## src/rtl/result_out_pkg.sv

```systemverilog
// Shared types and default sizing for the result output buffer.
package result_out_pkg;

  typedef enum logic {
    IDLE,
    SEND
  } state_t;

  localparam int DEF_WIDTH = 10;
  localparam int DEF_OUT_W = 5;
  localparam int DEF_DEPTH = 4;

endpackage

```

## src/rtl/result_out_buf_sync_fifo.sv

```systemverilog
// Synchronous FIFO with wrap-around pointers; the extra pointer MSB
// separates full from empty.
module sync_fifo
  import result_out_pkg::*;
#(
  parameter int WIDTH = DEF_WIDTH,
  parameter int DEPTH = DEF_DEPTH
) (
  input  logic                         clock,
  input  logic                         reset,
  input  logic                         i_wr_en,
  input  logic                         i_rd_en,
  input  logic [WIDTH-1:0]             i_wdata,
  output logic [WIDTH-1:0]             o_rdata,
  output logic                         o_full,
  output logic                         o_empty,
  output logic [$clog2(DEPTH+1)-1:0]   o_count
);

  localparam int AW = $clog2(DEPTH);
  localparam int CW = $clog2(DEPTH+1);

  logic [WIDTH-1:0] r_mem [DEPTH];
  logic [AW:0]      r_wr_ptr;
  logic [AW:0]      r_rd_ptr;
  logic             w_we;
  logic             w_re;

  assign o_empty = (r_wr_ptr == r_rd_ptr);
  assign o_full  = (r_wr_ptr[AW] != r_rd_ptr[AW]) &&
                   (r_wr_ptr[AW-1:0] == r_rd_ptr[AW-1:0]);
  assign o_count = CW'(r_wr_ptr - r_rd_ptr);
  assign o_rdata = r_mem[r_rd_ptr[AW-1:0]];

  assign w_we = i_wr_en & ~o_full;
  assign w_re = i_rd_en & ~o_empty;

  always_ff @(posedge clock or posedge reset) begin
    if (reset) begin
      r_wr_ptr <= '0;
      r_rd_ptr <= '0;
    end else begin
      if (w_we) r_wr_ptr <= r_wr_ptr + 1'b1;
      if (w_re) r_rd_ptr <= r_rd_ptr + 1'b1;
    end
  end

  always_ff @(posedge clock) begin
    if (w_we) r_mem[r_wr_ptr[AW-1:0]] <= i_wdata;
  end

endmodule

```

## src/rtl/result_out_buf.sv

```systemverilog
// Queues calculation results and serialises each one onto the output
// pins, low beat first, over a valid/ack handshake.
module result_out_buf
  import result_out_pkg::*;
#(
  parameter int WIDTH = DEF_WIDTH,
  parameter int OUT_W = DEF_OUT_W,
  parameter int DEPTH = DEF_DEPTH
) (
  input  logic                         clock,
  input  logic                         reset,
  input  logic [WIDTH-1:0]             ans,
  input  logic                         done_calc,
  output logic                         busy,
  output logic [OUT_W-1:0]             out,
  output logic                         out_valid,
  input  logic                         out_ack,
  output logic                         done,
  output logic                         overflow,
  output logic [$clog2(DEPTH+1)-1:0]   count
);

  localparam int BEATS = WIDTH / OUT_W;
  localparam int BW    = (BEATS > 1) ? $clog2(BEATS) : 1;

  state_t           r_state;
  logic [WIDTH-1:0] r_shift;
  logic [OUT_W-1:0] r_out;
  logic             r_valid;
  logic [BW-1:0]    r_beat;
  logic             r_done;
  logic             r_ovf;

  logic [WIDTH-1:0] w_head;
  logic [WIDTH-1:0] w_shr;
  logic             w_full;
  logic             w_empty;
  logic             w_push;
  logic             w_xfer;
  logic             w_last;
  logic             w_fin;
  logic             w_pop;

  assign w_shr  = r_shift >> OUT_W;
  assign w_push = done_calc & ~w_full;
  assign w_xfer = r_valid & out_ack;
  assign w_last = (r_beat == BW'(BEATS-1));
  assign w_fin  = w_xfer & w_last;
  // Pop when idle or when the final beat leaves, so results stream gaplessly
  assign w_pop  = ((r_state == IDLE) | w_fin) & ~w_empty;

  sync_fifo #(
    .WIDTH (WIDTH),
    .DEPTH (DEPTH)
  ) u_fifo (
    .clock   (clock),
    .reset   (reset),
    .i_wr_en (w_push),
    .i_rd_en (w_pop),
    .i_wdata (ans),
    .o_rdata (w_head),
    .o_full  (w_full),
    .o_empty (w_empty),
    .o_count (count)
  );

  always_ff @(posedge clock or posedge reset) begin
    if (reset) begin
      r_state <= IDLE;
      r_shift <= '0;
      r_out   <= '0;
      r_valid <= 1'b0;
      r_beat  <= '0;
      r_done  <= 1'b0;
      r_ovf   <= 1'b0;
    end else begin
      r_done <= w_fin;
      if (done_calc && w_full) r_ovf <= 1'b1;
      unique case (r_state)
        IDLE: begin
          if (w_pop) begin
            r_state <= SEND;
            r_shift <= w_head;
            r_out   <= w_head[OUT_W-1:0];
            r_beat  <= '0;
            r_valid <= 1'b1;
          end
        end
        SEND: begin
          if (w_xfer) begin
            if (!w_last) begin
              r_shift <= w_shr;
              r_out   <= w_shr[OUT_W-1:0];
              r_beat  <= r_beat + 1'b1;
            end else if (w_pop) begin
              r_shift <= w_head;
              r_out   <= w_head[OUT_W-1:0];
              r_beat  <= '0;
            end else begin
              r_state <= IDLE;
              r_valid <= 1'b0;
            end
          end
        end
      endcase
    end
  end

  assign busy      = w_full;
  assign out       = r_out;
  assign out_valid = r_valid;
  assign done      = r_done;
  assign overflow  = r_ovf;

endmodule

```

## config.mk

```make
export PLATFORM = sky130hd
export DESIGN_NAME = result_out_buf
export DESIGN_NICKNAME = d
export VERILOG_FILES = /design/src/rtl/result_out_pkg.sv /design/src/rtl/result_out_buf_sync_fifo.sv /design/src/rtl/result_out_buf.sv
export SDC_FILE = /design/constraint.sdc
export NUM_CORES = 1
export LEC_CHECK = 0
export ABC_CLOCK_PERIOD_IN_PS = 2100
export CAP_MARGIN = 10
export CELL_PAD_IN_SITES_DETAIL_PLACEMENT = 0
export CELL_PAD_IN_SITES_GLOBAL_PLACEMENT = 1
export CORE_MARGIN = 2
export CORE_UTILIZATION = 42
export CTS_CLUSTER_SIZE = 30
export DETAILED_ROUTE_END_ITERATION = 6
export GPL_TIMING_DRIVEN = 0
export PLACE_DENSITY_LB_ADDON = 0.1
export SYNTH_ARGS = -nofsm -noshare
export SYNTH_HDL_FRONTEND = slang
export SYNTH_SLANG_ARGS = --single-unit
```

## constraint.sdc

```tcl
create_clock -name clock -period 2.1 [get_ports clock]
set_input_delay 0.315 -clock clock [delete_from_list [all_inputs] [get_ports clock]]
set_output_delay 0.315 -clock clock [all_outputs]
set_load 0.05 [all_outputs]
```

[Word level (Yosys, flattened, before mapping)]
Memories as Yosys holds them, arrays and structs flattened.
Cells that the tools add are included.
Operators by class
  reduce and logical (&&, ||, !) cells: 4
  equal/unequal tests: 7
  bitwise logic cells: 10
  muxes and demuxes: 24
  $add $sub $neg: 4
Operator list (number)
  $mux 10: 3
  $pmux 10 s2: 1
  $mux 5: 3
  $mux 1: 13
  $pmux 5 s2: 1
  $add 3x1->3 const B: 2
  $and 1x1->1: 6
  $ne 2x1->1 const B: 3
  $pmux 1 s2: 3
  $reduce_and 4->1: 1
  $eq 3x3->1: 1
  $not 1->1: 3
  $sub 3x3->3: 1
  $eq 2x2->1: 1
  $logic_and 1x1->1: 2
  $ne 2x2->1 const B: 1
  $reduce_and 2->1: 1
  $add 1x1->1 const B: 1
  $ne 1x1->1: 1
  $or 1x1->1: 1
Word-level totals
  memories: 1
  bits in writable memories: 40
  flip-flop bits (word level): 26
  input port bits: 14
Memories
  u_fifo.r_mem: depth 4, width 10, rd ports 1, clocked after Yosys merged registers in 0, wr ports 1, line result_out_buf_sync_fifo.sv:23  | logic [WIDTH-1:0] r_mem [DEPTH];

[Depth between registers and ports, before layout]
Gate-level depths: netlist (run 1).
  depth after elaboration: 8
  mapped depth: 7

[Modules after synthesis]
A second synthesis (run 1) with hierarchy kept.
Unflattened totals
  cell total of the unflattened synthesis: 148
  area total of the unflattened synthesis: 2556.2 um2
By module, submodules not included
  sync_fifo: cells an instance 98, sequential area each 1351.3 um2, instances 1, area each 1903.1 um2
  result_out_buf: cells an instance 50, sequential area each 375.4 um2, instances 1, area each 653.1 um2

[Worst setup path before layout (run 1)]
Ideal clock, no wire load.
  path kind: register to output
  start: register u_fifo.r_wr_ptr[0]
  end: output port count[2]
  data required time: 1.785 ns
  data arrival time: 1.848 ns
  stages on the path, launching flop included: 5
  slack: -0.063 ns
  cell sequence: dfrtp_1 > inv_1 > ha_1 > fa_1 > xnor2_1
On the way
  word-level cells in the longest chain between the ends: 1
RTL lines
  from (decl): line result_out_buf_sync_fifo.sv:24  | logic [AW:0] r_wr_ptr;
  from (signal assigned): line result_out_buf_sync_fifo.sv:43  | if (w_we) r_wr_ptr <= r_wr_ptr + 1'b1;
  $sub 3x3->3: line result_out_buf_sync_fifo.sv:32  | assign o_count = CW'(r_wr_ptr - r_rd_ptr);
  to (decl): line result_out_buf.sv:20  | output logic [$clog2(DEPTH+1)-1:0] count
No other way between the ends.

[Worst setup path after layout (run 1)]
  start: register u_fifo.r_wr_ptr[0]
  end: output port count[1]
Same word-level chain as after synthesis.

==> impl_metrics.json, run 1 <==
{
  "fmax_ghz": 0.501,
  "grt_pass1_vias": 1419,
  "worstHoldPathType": "input port to async pin",
  "drt_pass1_iterations": 4,
  "outcome": "completed",
  "clock_sinks": 61,
  "finalSetupViolCount": 0,
  "worstSkewPairLatency_ps": 320,
  "ios": 26,
  "critPathMaxFanout": 4,
  "numCtsBuffers": 9,
  "grt_max_degree": 22,
  "multi_input_area_um2": 724,
  "core_area_mm2": 0.00582,
  "final_core_util_pct": 52.6,
  "synthesis.nets": 177,
  "regArea_mm2": 0.00173,
  "clkTransAtPathRegs_ps": 60,
  "die_area_mm2": 0.00655,
  "fill_cells": 523,
  "synth_flop_cell": "edfxtp_1",
  "min_period_ps": 1990,
  "drt_iter0_markers": 43,
  "syn2layout_area_growth_pct": 23.2,
  "grt_first_pass_wirelength_um": 6880,
  "finalMaxSlewViolations": 0,
  "wl_per_cell_um": 15.6,
  "period_share_pct": 95.0,
  "slew_headroom_pct": 47.0,
  "synthArstFlopShare_pct": 34.4,
  "skew_ps": 5.98,
  "finalSetupTns_ps": 0,
  "ys_seq_elements": 61,
  "tightest_slew_ps": 793,
  "place.port_buffers": 25,
  "clockBufferDepth": 2,
  "row_count": 28,
  "yosysSeqAreaShare_pct": 69.5,
  "cts-htree-levels": 3,
  "rsz0062_at_grt": "false",
  "via_count": 1348,
  "ant_nets": 0,
  "cp-end-kind": "output pin",
  "wirelength_um": 4290,
  "grt_usage_pct": 15.1,
  "hpwl_um": 2930,
  "start_util_pct": 42.7,
  "timing.hold.ws_ps": 444,
  "synth_cell_types": 31,
  "hold_violations": 0,
  "cp.required_ps": 1780,
  "cap_violations": 0,
  "synth-edff-count": 40,
  "antenna_found_initial": 0,
  "die_h_um": 80.9,
  "globalplace.congestion": 0.716,
  "grt.overflow.total": 0,
  "antenna_cells": 0,
  "cts_tree": "done",
  "nNetsFinal": 216,
  "route.detailed.drc": 0,
  "drt-vias-per-instance": 4.92,
  "critPathKind": "flip-flop to output pin",
  "startpoint_type": "flip-flop",
  "synth_warnings": 0,
  "syn_avg_cell_area_um2": 16.0,
  "postCtsHoldBufs": 0,
  "drive_above_1_share_pct": 22.1,
  "synthCells": 155,
  "die_w_um": 80.9,
  "syn_area_mm2": 0.00248,
  "cts-root-buf": "clkbuf_8",
  "cp_data_arrival_time_ps": 1680
}
critical path, cell delays in order, from the launching register on:
cell     delay, ps
dfrtp_1        370
inv_2           70
ha_1           190
fa_2           520
inv_1           40
buf_4          180
worst paths after layout:
| check | startpoint | end | slack (ps) | depth (start not counted) |
|---|---|---|---|---|
| max | u_fifo.r_wr_ptr[0] | count[1] | 110 | 5 |
| min | reset | u_fifo.r_wr_ptr[1] | 440 | 2 |
| max reg2reg | u_fifo.r_rd_ptr[1] | u_fifo.r_rd_ptr[1] | 120 | 6 |
| min reg2reg | overflow | overflow | 460 | 1 |
| max in group asynchronous | reset | u_fifo.r_rd_ptr[1] | 1110 | 2 |
| min in group clock | overflow | overflow | 460 | 1 |
routing by layer:
metal / GRT usage, % / share of wire [%] / vias up / wire length (um)
li1: - / - / 653 / -
met3: 5.00 / 4.5 / 4 / 195
met2: 23.8 / 51 / 31 / 2180
met5: 0 / 0 / - / 0
met4: 7.63 / 0.68 / 0 / 29
met1: 18.8 / 44 / 660 / 1880
flip-flops by register name, indices dropped and copies added, names as in the netlist, 3 cells and up:
name             flops
u_fifo.r_mem        40
out                  5
r_shift              5
u_fifo.r_rd_ptr      3
u_fifo.r_wr_ptr      3
cell usage in the layout (no fill, tap or decap), types with 5 or more instances in the layout:
| master | n |
|---|---|
| dfrtp_1 | 20 |
| ha_1 | 7 |
| edfxtp_1 | 40 |
| o22ai_1 | 5 |
| clkbuf_1 | 5 |
| buf_4 | 6 |
| clkdlybuf4s50_1 | 21 |
| nand2_1 | 9 |
| o21ai_0 | 8 |
| clkbuf_8 | 9 |
| nor2_1 | 7 |
| inv_1 | 11 |
| a21oi_1 | 6 |
| mux4_2 | 10 |
logic make-up (layout without fill, tap and decap cells):
group,count (synthesis),count (layout),share of synthesized area (%)
AOI/OAI and AO/OA,27,27,6.65
xor gates and xnor gates,6,6,2.42
adders and majority gates,8,8,4.33
buffers and inverters,15,59,2.42
DFF,61,61,69.5
muxes,11,11,9.67
and+or+nand+nor,27,27,5.04
layout make-up:
cell class / count / share of cell area, %
tap: 75 / 3.07
timing repair buffer: 28 / 8.75
clock buffer: 13 / 4.54
buffer: 3 / 0.736
inverter: 12 / 1.47
multi-input combinational: 79 / 23.7
clock inverter: 3 / 1.31
sequential: 61 / 56.5
synthesized netlist by cell type (2+ instances only):
library cell   n  area [um^2]
xnor2_1        3         26.3
o21ai_0        8         40.0
inv_1         12         45.0
o22ai_1        5         31.3
a21o_1         2         15.0
edfxtp_1      40         1200
and2_1         5         31.3
mux4_2        10          225
nor2_1         8         30.0
ha_1           7         87.6
nand2_1        9         33.8
xor2_1         2         17.5
dfrtp_1       21          526
a21oi_1        6         30.0
metrics by stage:
| step | worst slack [ps] | std cells | area [um^2] |
|---|---|---|---|
| floorplan | 97.6 | 155 | 2500 |
| global placement | -379 | 255 | 2840 |
| detailed placement | -413 | 255 | 2840 |
| CTS | 3.23 | 273 | 3050 |
| global route | 2.57 | 274 | 3060 |
| finish | 105 | 274 | 3060 |
timing repair:
item                                   in CTS  in global routing
endpoints found under the hold margin       0                  0
buffers inserted                            2                  1
resized for setup                          28                  5
setup endpoints to repair                  58                 10
Power of run 1 is not shown: default switching activity piles up to over one toggle a cycle in this logic, so the estimate is an artifact.
==> run 2: changes to the inputs <==
--- a/config.mk
+++ b/config.mk
@@ -9,12 +9,14 @@
 export CAP_MARGIN = 10
 export CELL_PAD_IN_SITES_DETAIL_PLACEMENT = 0
 export CELL_PAD_IN_SITES_GLOBAL_PLACEMENT = 1
+export CORE_ASPECT_RATIO = 0.75
 export CORE_MARGIN = 2
 export CORE_UTILIZATION = 42
 export CTS_CLUSTER_SIZE = 30
 export DETAILED_ROUTE_END_ITERATION = 6
 export GPL_TIMING_DRIVEN = 0
 export PLACE_DENSITY_LB_ADDON = 0.1
+export RECOVER_POWER = 100
 export SYNTH_ARGS = -nofsm -noshare
 export SYNTH_HDL_FRONTEND = slang
 export SYNTH_SLANG_ARGS = --single-unit
==> run 2 against run 1 <==
Compared with the run above:
- count of clock-buffer cells in the layout rose by 1
- utilization rose by 0.91 points
- first-iteration DRC count rose by 72%
- sequential share of layout area fell by 0.44 points
- critical path depth fell by 1
- worst setup slack got worse by 31 ps
- largest cell class unchanged
- register-to-register slack got worse by 20 ps
- final cell count rose by 1.5%
- critical path type unchanged
- clock skew fell by 1.1 ps
- highest routed layer unchanged
==> impl_metrics.json, run 2 (synthesized netlist as in run 1, its figures left out) <==
{
  "outcome": "completed",
  "hpwl_um": 2960,
  "die_w_um": 92.8,
  "period_share_pct": 96.5,
  "grt.overflow.total": 0,
  "hold_violations": 0,
  "rsz0062_at_grt": "false",
  "antenna_found_initial": 0,
  "critPathKind": "flip-flop to output pin",
  "worstHoldStart": "overflow",
  "finalMaxSlewViolations": 0,
  "drt-vias-per-instance": 5.01,
  "fmax_ghz": 0.494,
  "wl_per_cell_um": 15.6,
  "syn2layout_area_growth_pct": 24.2,
  "critPathMaxFanout": 4,
  "grt_pass1_vias": 1463,
  "wirelength_um": 4350,
  "die_area_mm2": 0.00655,
  "drive_above_1_share_pct": 22.0,
  "crit_slowest_cell": "fa_2",
  "cts-htree-levels": 3,
  "start_util_pct": 43.1,
  "dpl-instance-area_mm2": 0.00284,
  "cap_violations": 0,
  "drt_pass1_iterations": 4,
  "grt_usage_pct": 15.2,
  "grt_max_degree": 22,
  "skew_ps": 4.84,
  "startpoint_type": "flip-flop",
  "die_h_um": 70.6,
  "layout_common_cells": "40 x edfxtp_1, 19 x dfrtp_1, 19 x dlygate4sd3_1",
  "clockBufferDepth": 2,
  "grt_first_pass_wirelength_um": 7170,
  "worstSkewPairLatency_ps": 340,
  "crit_start": "u_fifo.r_rd_ptr[0]",
  "cts_tree": "done",
  "clkTransAtPathRegs_ps": 60,
  "tightest_slew_ps": 783,
  "cp-end-kind": "output pin",
  "worstPathCellList": "ha_1 > fa_2 > inv_1 > buf_4",
  "final_common_cell": "edfxtp_1",
  "finalSetupViolCount": 0,
  "cp.required_ps": 1780,
  "globalplace.congestion": 0.741,
  "regToRegStartpoint": "u_fifo.r_rd_ptr[1]",
  "slew_headroom_pct": 47.7,
  "antenna_cells": 0,
  "via_count": 1393,
  "numCtsBuffers": 9,
  "cp_data_arrival_time_ps": 1710,
  "ant_nets": 0,
  "ios": 26,
  "largest_reg_flops": 40,
  "cts-root-buf": "clkbuf_8",
  "min_period_ps": 2030,
  "path_buf_inv": 2,
  "core_area_mm2": 0.00577,
  "stdcell_area_mm2": 0.00309,
  "worstHoldPathType": "flip-flop to flip-flop",
  "drt_iter0_markers": 74,
  "clock_sinks": 61,
  "cpPeakStageDelay_ps": 520,
  "route.detailed.drc": 0,
  "nNetsFinal": 217,
  "row_count": 24,
  "path_delay_family": "adder cells",
  "place.port_buffers": 25
}
run 2: cell count changes in the layout (fill, tap and decap cells not counted), sizes merged:
cell and delta:
clkdlybuf4s50 -19, dlygate4sd3 +19, clkbuf +2, clkinv -1
run 2: path summary, 6_finish.rpt:
path,to,slack (ps),cells after the start
worst min register to register,overflow,450,1
max in group asynchronous,u_fifo.r_rd_ptr[0],1000,2
worst max register to register,u_fifo.r_rd_ptr[1],100,6
worst min-delay path,overflow,450,1
worst max-delay path,count[1],70,4
min in group asynchronous,overflow,560,2
run 2: repair_timing:
action                                  4_1_cts  5_1_grt
cloned                                        0        0
buffers inserted                              0        4
hold buffers                                  0        0
gates resized for setup                      30        5
endpoints found under the setup margin       58       39
run 2: per-layer routing:
layer	routed length, um	track usage, %	vias to the layer above
met3	204	6.60	10
met1	1940	19.0	706
met4	89	6.37	0
li1	-	-	655
met2	2110	23.3	22
met5	0	0	-
run 2: cell type report:
class,count,area (um^2)
plain buffers,3,22.5
clock buffers,14,163
clock inverters,2,33.8
fillers,495,2680
inverters,12,45.0
multi-input cells,79,724
flip-flops and latches,61,1730
well taps,78,97.6
repair buffers,29,272
run 2: stage by stage:
stage,setup slack (ps),hold WS (ps),setup TNS (ps),instances,utilization [%]
6_report,74.0,448,0,278,53.5
5_1_grt,4.23,484,0,278,53.5
4_1_cts,-25.5,453,-29.1,274,53.0
3_5_place_dp,-370,443,-14220,258,49.3
3_3_place_gp,-401,438,-14370,258,49.3
2_1_floorplan,97.6,292,0,155,-
Power of run 2 is left out for the same reason.
